<file path="config.mk">
export PLATFORM = sky130hd
export DESIGN_NAME = reg_wb_arbiter
export DESIGN_NICKNAME = d
export VERILOG_FILES = /design/src/rtl/reg_wb_arbiter.sv
export SDC_FILE = /design/constraint.sdc
export NUM_CORES = 1
export LEC_CHECK = 0
export CORE_MARGIN = 2
export CORE_UTILIZATION = 41
export CTS_CLUSTER_SIZE = 24
export DETAILED_ROUTE_END_ITERATION = 10
export PLACE_DENSITY = 0.95
export SLEW_MARGIN = 25
export SYNTH_ARGS = -nofsm -noshare
export SYNTH_HDL_FRONTEND = slang
export SYNTH_SLANG_ARGS = --single-unit
</file>
<file path="constraint.sdc">
create_clock -name clk -period 4.04 [get_ports clk]
set_input_delay 0.404 -clock clk [delete_from_list [all_inputs] [get_ports clk]]
set_output_delay 0.404 -clock clk [all_outputs]
set_load 0.02 [all_outputs]
</file>
<file path="src/rtl/reg_wb_arbiter.sv">
// Round-robin arbiter sharing the register-file write port among NUM_REQ write-back sources.
// Optional macro REG0_WRITE_BLOCK_EN: grants to address 0 handshake but never assert reg_wr.
module reg_wb_arbiter #(
    parameter  int NUM_REQ = 4,
    parameter  int ADDR_W  = 5,
    parameter  int DATA_W  = 32,
    localparam int GW      = (NUM_REQ > 1) ? $clog2(NUM_REQ) : 1
) (
    input  logic                      clk,
    input  logic                      rst_n,
    input  logic                      wb_stall,
    input  logic [NUM_REQ-1:0]        req_valid,
    output logic [NUM_REQ-1:0]        req_ready,
    input  logic [NUM_REQ*ADDR_W-1:0] req_addr,
    input  logic [NUM_REQ*DATA_W-1:0] req_data,
    output logic                      reg_wr,
    output logic [ADDR_W-1:0]         reg_write_addr,
    output logic [DATA_W-1:0]         reg_din,
    output logic [GW-1:0]             grant_id,
    output logic [15:0]               grant_cnt
);

    logic [GW-1:0]     rr_ptr;
    logic [GW-1:0]     winner;
    logic [GW-1:0]     lo_idx;
    logic [GW-1:0]     hi_idx;
    logic              any_lo;
    logic              any_hi;
    logic              grant_en;
    logic              write_ok;
    logic [ADDR_W-1:0] win_addr;
    logic [DATA_W-1:0] win_data;

    // Rotating priority as two scans: first valid at/above rr_ptr, else first valid overall.
    always_comb begin
        lo_idx = '0;
        hi_idx = '0;
        any_lo = 1'b0;
        any_hi = 1'b0;
        for (int unsigned i = 0; i < NUM_REQ; i++) begin
            if (req_valid[i] && !any_lo) begin
                lo_idx = GW'(i);
                any_lo = 1'b1;
            end
            if (req_valid[i] && !any_hi && (i >= 32'(rr_ptr))) begin
                hi_idx = GW'(i);
                any_hi = 1'b1;
            end
        end
        winner   = any_hi ? hi_idx : lo_idx;
        grant_en = any_lo && !wb_stall && rst_n;
    end

    always_comb begin
        win_addr = '0;
        win_data = '0;
        for (int unsigned i = 0; i < NUM_REQ; i++) begin
            if (GW'(i) == winner) begin
                win_addr = req_addr[i*ADDR_W +: ADDR_W];
                win_data = req_data[i*DATA_W +: DATA_W];
            end
        end
    end

    assign req_ready = grant_en ? (NUM_REQ'(1) << winner) : '0;

`ifdef REG0_WRITE_BLOCK_EN
    assign write_ok = (win_addr != '0);
`else
    assign write_ok = 1'b1;
`endif

    always_ff @(posedge clk) begin
        if (!rst_n) begin
            rr_ptr         <= '0;
            reg_wr         <= 1'b0;
            reg_write_addr <= '0;
            reg_din        <= '0;
            grant_id       <= '0;
            grant_cnt      <= '0;
        end else begin
            reg_wr <= 1'b0;
            if (grant_en) begin
                rr_ptr <= (winner == GW'(NUM_REQ - 1)) ? '0 : winner + 1'b1;
                if (grant_cnt != 16'hFFFF)
                    grant_cnt <= grant_cnt + 16'd1;
                if (write_ok) begin
                    reg_wr         <= 1'b1;
                    reg_write_addr <= win_addr;
                    reg_din        <= win_data;
                    grant_id       <= winner;
                end
            end
        end
    end

endmodule

</file>
==> Yosys cells after proc, flatten, opt, wreduce, memory -nomap -nowiden <==
Index checks and enable logic that the tools add are counted.
{ "classes": {"addsub": 2, "magnitude_cmp": 3, "n_eq_ne": 5, "shifts": 1, "n_mux": 26, "n_reduce_logical": 20} }
{ "op_table": {"columns": ["cell", "n"], "rows": [
  ["$mux 32", 4],
  ["$mux 5", 4],
  ["$add 16x1->16 const B", 1],
  ["$ne 16x16->1 const B", 1],
  ["$mux 2", 6],
  ["$logic_and 1x1->1", 11],
  ["$mux 1", 11],
  ["$logic_not 1->1", 7],
  ["$eq 2x2->1 const A", 2],
  ["$ge 1x2->1 const A", 2],
  ["$mux 4", 1],
  ["$shl 1x2->4 const A", 1],
  ["$add 2x1->2 const B", 1],
  ["$eq 1x2->1 const A", 1],
  ["$eq 2x2->1 const B", 1],
  ["$ge 2x2->1 const A", 1],
  ["$logic_not 2->1", 1],
  ["$reduce_and 2->1", 1]
]} }
{ "totals": {"ff_bits": 58, "in_bits": 155, "wordCells": 63} }

==> Depth between registers and ports, before layout <==
Gate-level depths: netlist of the first run.
{ "depth": {"word_depth": 20, "depth_mapped": 11} }

==> Worst setup path before layout of the first run <==
Ideal clock, no wire load.
{ "synth_path": {"path_type": "input to output", "start": "input req_valid[3]", "end": "output req_ready[1]", "t_arrival_ns": 1.872, "required_time_ns": 3.636, "setup_slack_ns": 1.764, "cell_stages": 7, "path_buffers": 2, "cell_sequence": "nand2b_1 > a21oi_1 > nor3_1 > ha_1 > buf_2 > buf_1 > and3_1"} }
{ "synth_between": {"elab_chain_cells": 5} }
{ "synth_rtl": {"columns": ["item", "line_no", "source"], "rows": [
  ["from (decl)", "12", "input logic [NUM_REQ-1:0] req_valid,"],
  ["$logic_and 1x1->1, on equally long branches", "41, 45", null],
  ["$mux 2 (tied with other cells)", "41", "if (req_valid[i] && !any_lo) begin"],
  ["$mux 2 (*)", "50", "winner = any_hi ? hi_idx : lo_idx;"],
  ["net winner[0]", "24", "logic [GW-1:0] winner;"],
  ["$shl 1x2->4 (*)", "65", "assign req_ready = grant_en ? (NUM_REQ'(1) << winner) : '0;"],
  ["$mux 4 (*)", "65", null],
  ["to (decl)", "13", "output logic [NUM_REQ-1:0] req_ready,"]
]} }
The timed path passes the listed nets; every way through them passes the cells marked *.

==> Worst setup path after layout of the first run <==
{ "layout_path": {"start": "input req_valid[3]", "end": "output req_ready[0]"} }
Same word-level chain as after synthesis.

==> impl_metrics.ini, run 1 <==
[global_routing]
track_usage_pct = 27.8
grt_pass1_wl_mm = 21.3
antenna_found_initial = 0
grt_pass1_vias = 4333
grt_overflow_total = 0
grt_max_degree = 75

[detailed_routing]
initialDrtViolationCount = 222
ant_nets = 0
drt_wl_total_mm = 13.5
routed_via_density = 5.89
drt_first_pass_iters = 5
num_vias = 4349
drcViolationCount = 0
post_drt_wl_per_cell_microns = 18.3

[sta]
slew_headroom_pct = 48.4
fmax_mhz = 323
post-route-period-util_pct = 76.7
maxSlewViolCount = 0
rsz0062_at_grt = no
clock_skew_ns = 0.00700
setup-tns-final_ns = 0
worst_pin_slew_ns = 0.774
hold_violations = 0
fin_crit_ns = 3.10
setup_viol = 0

[layout]
fillerInstances = 626
multiInputGateArea_sq_mm = 0.00197
postLayoutCoreUtil_pct = 71.1
nets = 788
seqCellArea_sq_mm = 0.00116
antenna_cells = 0
drive_gt1_share_pct = 5.53
synthToLayoutAreaGrowth_pct = 66.8

[yosys]
ys.flop_type = dfxtp_1
yosys_register_bits = 58
synth_area_leader_cell = dfxtp_1
synth_top_area_share_pct = 33.0
synthTopCellsByArea = dfxtp_1 (33%), a21oi_1 (12%), a211o_1 (9.0%)
synth-edff-count = 0
ys_async_sr_fraction_pct = 0
syn-cell-area_sq_mm = 0.00352
ys_types = 49
seq_area_frac_synth_pct = 33.0
ys.warnings.count = 0
syn_nets = 596
syn_inst = 436
syn_avg_cell_area_sq_um = 8.08

[floorplan]
pin_count = 215
die_area_sq_mm = 0.00935
initial_core_util_pct = 42.6
die_x_microns = 96.7
die_height_microns = 96.7
rows = 33
coreArea_sq_mm = 0.00826

[min_path]
hp-start = grant_id[1]
hold_path_class = reg2reg
min_to = grant_id[1]
whs_path_depth = 2

[outcome]
status = finished, final reports clean

[worst_setup_path]
critPathBufInv = 3
crit_path_max_incr_delay_ns = 0.56
r2r-end = reg_din[6]
required_ns = 3.64
path_delay_family = buffers and inverters
arrival_ns = 2.69
endpoint_kind = output pin
worstReg2RegStart = rr_ptr[0]
r2r_cells = 10
reg2reg_setup_slack_ns = 1.40
criticalPathCategory = in2out
cp-start-kind = input port
critical_path.cell_chain = clkdlybuf4s50_1 > nand2b_1 > a21oi_1 > nor3_1 > inv_1 > ha_1 > and3_1 > clkdlybuf4s50_1
critical_path.max_fanout = 5
cpMostUsedCell = clkdlybuf4s50_1
cpMaxStageDelayCell = clkdlybuf4s50_1

[clock_network]
clkSinkCount = 58
cts_max_level = 3
clk_latency_ns = 0.33
clk_pin_slew_ns = 0.06
ctsLongestPathBuffers = 2
cts_resized = 0
clock-root-buffer = clkbuf_8
post_cts_buffers = 0
cts_buffers = 9
cts_tree = built
ctsHoldBuffers = 0

[power]
p_leak_nw = 2.36
vdd_ir_drop_max_mv = 0.207
p_per_area_mw_per_mm2 = 349

[place]
dpl.hpwl_mm = 9.76
io_buffers = 214
routabilityCongestion = 0.950

[run]
cap_violations = 0
==> routing by layer <==
layer	wire length (microns)	up-vias	track usage [%]
met5	0	-	0
met4	550	0	13.3
met3	1090	46	8.53
met2	6710	240	47.7
met1	5160	2027	31.2
li1	-	2036	-
==> state kept, by name, indices dropped and copies added (netlist names) <==
signal / count
grant_cnt: 16
grant_id: 2
rr_ptr: 2
reg_wr: 1
reg_din: 32
reg_write_addr: 5
==> how the worst max path moves through the flow <==
stage | from | endpoint | slack [ns] | cells past startpoint
5_1_grt | req_valid[1] | req_ready[0] | 0.77 | 8
4_1_cts | req_valid[1] | req_ready[0] | 0.93 | 8
2_1_floorplan | req_valid[3] | req_ready[1] | 1.76 | 7
3_5_place_dp | req_valid[3] | reg_din[24] | 0.76 | 11
3_3_place_gp | req_valid[3] | reg_din[6] | 0.85 | 11
6_report | req_valid[3] | req_ready[0] | 0.94 | 8
==> cell families (layout without fill, tap and decap cells) <==
logic type	count (synthesis)	after routing	share of synthesized area [%]
fa+ha+maj	5	5	1.78
simple gates	66	66	11.9
buf+inv	85	282	11.2
mux	8	8	2.27
flops	58	58	33.0
compound gates	214	214	39.8
==> per-stage QoR <==
step                      power, mW  setup WS (ns)  instance area, sq um  cells  hold slack [ns]
after floorplan                1.07           1.76                  3520    436            0.463
after global placement         1.36          0.850                  5620    722            0.460
after detailed placement       1.38          0.757                  5620    722            0.496
after CTS                      2.06          0.934                  5870    738            0.507
after global routing           2.15          0.770                  5870    738            0.528
final                          2.05          0.942                  5870    738            0.502
==> Yosys cell counts, types with 2 or more instances <==
cell type and number:
o211a_1 2, buf_8 4, buf_2 9, or4_1 4
a21oi_1 81, o21ai_0 32, ha_1 5, dfxtp_1 58
nand4_1 3, nor2_1 2, clkbuf_2 3, mux2i_1 8
clkbuf_1 22, o31ai_1 3, and3_1 5, nand3_1 8
nor3_1 4, nor4_4 2, nand2_1 14, a221oi_1 36
nor4_1 3, a31oi_1 2, nand2b_1 7, and2_1 2
a311oi_1 4, o21ai_1 10, inv_1 44, a211o_1 36
nor2b_1 3
==> layout make-up <==
type,instances,area share [%]
timing repair buffer,221,37.3
multi-input combinational,293,33.6
sequential,58,19.8
inverter,45,2.88
clock buffer,11,2.58
tap,105,2.24
clock inverter,5,1.70
==> power breakdown <==
| part | internal (mW) | switching (mW) | leakage (nW) | total (mW) |
|---|---|---|---|---|
| clock network | 0.441 | 0.232 | 0.129 | 0.673 |
| registers | 0.611 | 0.0238 | 0.475 | 0.635 |
| logic | 0.381 | 0.359 | 1.76 | 0.741 |
==> worst reg2reg max path, stage by stage, from the launching register on <==
cell and delay, ns:
dfxtp_1 0.35, nand2b_1 0.11, a21oi_1 0.08, nor3_1 0.42, ha_1 0.25, buf_4 0.39, nor2b_2 0.08, buf_4 0.27
a221oi_1 0.36, a211o_1 0.16, a21oi_1 0.06
==> placed cells by master, fill, tap and decap left out, types with 5 or more instances in the layout <==
cell type,count
a211o_1,36
a21oi_1,81
and3_1,5
a221oi_1,36
clkdlybuf4s50_1,213
nand2b_1,7
buf_4,7
mux2i_1,8
inv_1,44
nand2_1,14
clkbuf_8,11
o21ai_0,32
dfxtp_1,58
nand3_1,8
o21ai_1,10
Note: power is estimated with default switching activity, not from simulation.
==> run 2, diff against run 1 <==
Settings changed: CORE_UTILIZATION 41 to 38, PLACE_DENSITY 0.95 to 0.92.
Clock period 4.04 ns to 3 ns, I/O delays scaled along.
==> impl_metrics.ini, run 2 (synthesis results as in run 1) <==
[power]
p_leak_nw = 2.33
vdd_ir_drop_max_mv = 0.248
p_per_area_mw_per_mm2 = 445

[sta]
rsz0062_at_grt = no
fmax_mhz = 354
maxSlewViolCount = 0
hold_violations = 0
worst_pin_slew_ns = 0.774
slew_headroom_pct = 48.4
setup_viol = 0
post-route-period-util_pct = 94.1
fin_crit_ns = 2.82
clock_skew_ns = 0.00892

[global_routing]
track_usage_pct = 25.9
grt_max_degree = 75
grt_overflow_total = 0
grt_pass1_vias = 4251
antenna_found_initial = 1
grt_pass1_wl_mm = 20.8

[floorplan]
coreArea_sq_mm = 0.00911
die_height_microns = 100
die_x_microns = 100
die_area_sq_mm = 0.0101
rows = 35
initial_core_util_pct = 38.7
pin_count = 215

[worst_setup_path]
endpoint_kind = output pin
worstReg2RegStart = rr_ptr[0]
r2r_cells = 9
required_ns = 2.70
critical_path.max_fanout = 5
cp-start-kind = input port
reg2reg_setup_slack_ns = 0.47
crit_path_start = req_valid[3]
criticalPathCategory = in2out
arrival_ns = 2.52
critPathCapture = req_ready[0]
r2r-end = reg_din[8]

[clock_network]
clk_pin_slew_ns = 0.07
post_cts_buffers = 0
ctsLongestPathBuffers = 2
cts_buffers = 9
clkSinkCount = 58
cts_max_level = 3
clock-root-buffer = clkbuf_8
clk_latency_ns = 0.32
cts_tree = built

[layout]
fillerInstances = 750
nets = 787
stdcell_area_sq_mm = 0.00586
drive_gt1_share_pct = 5.38
multiInputGateArea_sq_mm = 0.00198
seqCellArea_sq_mm = 0.00116
largest_register_ffs = 32
layout_common_cells = clkdlybuf4s50_1 (213), a21oi_1 (81), dfxtp_1 (58)
synthToLayoutAreaGrowth_pct = 66.5
top_regs = reg_din x32, grant_cnt x16, reg_write_addr x5
regMostFlops = reg_din
final_common_cell = clkdlybuf4s50_1
postLayoutCoreUtil_pct = 64.3

[detailed_routing]
m1WireLength_mm = 5.02
drcViolationCount = 0
routed_via_density = 5.84
ant_nets = 0
top_layer_used = met4
drt_wl_total_mm = 13.6
drt_first_pass_iters = 5
num_vias = 4342
met2_length_mm = 6.85
wl_met3_mm = 1.22
initialDrtViolationCount = 137
post_drt_wl_per_cell_microns = 18.2

[min_path]
hold_path_class = reg2reg

[place]
routabilityCongestion = 0.924
dpl.hpwl_mm = 9.77
place_area_sq_mm = 0.00565
io_buffers = 214

[outcome]
status = finished, final reports clean

[run]
cap_violations = 0
[run 2: cell count changes in the layout (fill, tap and decap cells not counted), sizes merged]
cell,before,now
clkinvlp,0,2
diode,0,1
buf,8,7
bufinv,3,1
clkinv,2,1
clkbuf,11,12
[run 2: worst min path at each step]
stage | endpoint | cells past startpoint | slack, ns | start
floorplan | rr_ptr[0] | 2 | 0.46 | rr_ptr[0]
global placement | grant_id[1] | 2 | 0.47 | grant_id[1]
detailed placement | grant_id[1] | 2 | 0.47 | grant_id[1]
CTS | grant_id[1] | 2 | 0.50 | grant_id[1]
global route | grant_cnt[9] | 2 | 0.53 | grant_cnt[9]
finish | grant_id[1] | 2 | 0.49 | grant_id[1]
[run 2: layer usage]
layer,vias up,global-route usage [%]
met5,-,0
met1,2054,27.2
met3,36,7.38
met2,222,47.3
li1,2030,-
met4,0,12.6
[run 2: repair_timing]
action	in CTS	in global routing
hold buffers	0	0
gates resized for setup	0	1
endpoints found under the setup margin	0	4
[run 2: area by class of cell]
type                    count  area share, %
well taps                 111           2.37
repair buffers            220           37.7
inverters                  45           2.88
clock inverters             4          0.854
multi-input cells         293           33.7
diodes                      1         0.0427
clock buffers              12           2.65
flip-flops and latches     58           19.8
[run 2: stage by stage]
| stage | setup WS (ns) | power (mW) | cells | TNS [ns] | hold WS [ns] |
|---|---|---|---|---|---|
| 2_1_floorplan | 0.880 | 1.44 | 436 | 0 | 0.463 |
| 3_3_place_gp | 0.0814 | 1.85 | 727 | 0 | 0.473 |
| 3_5_place_dp | -0.0848 | 1.88 | 727 | -0.207 | 0.472 |
| 4_1_cts | 0.0640 | 2.63 | 743 | 0 | 0.498 |
| 5_1_grt | 0.0282 | 2.75 | 744 | 0 | 0.533 |
| 6_report | 0.178 | 2.61 | 744 | 0 | 0.493 |
[run 2: power breakdown]
| part | leakage (nW) | switching (mW) | internal [mW] |
|---|---|---|---|
| logic | 1.76 | 0.482 | 0.527 |
| clock network | 0.0986 | 0.316 | 0.428 |
| registers | 0.475 | 0.0344 | 0.823 |
| total | 2.33 | 0.832 | 1.78 |
[run 2: critical path: stages]
cell and delay (ns):
clkdlybuf4s50_1 0.56, nand2b_1 0.13, a21oi_1 0.09, nor3_2 0.33, inv_1 0.13, ha_1 0.25
and3_1 0.18, clkdlybuf4s50_1 0.55
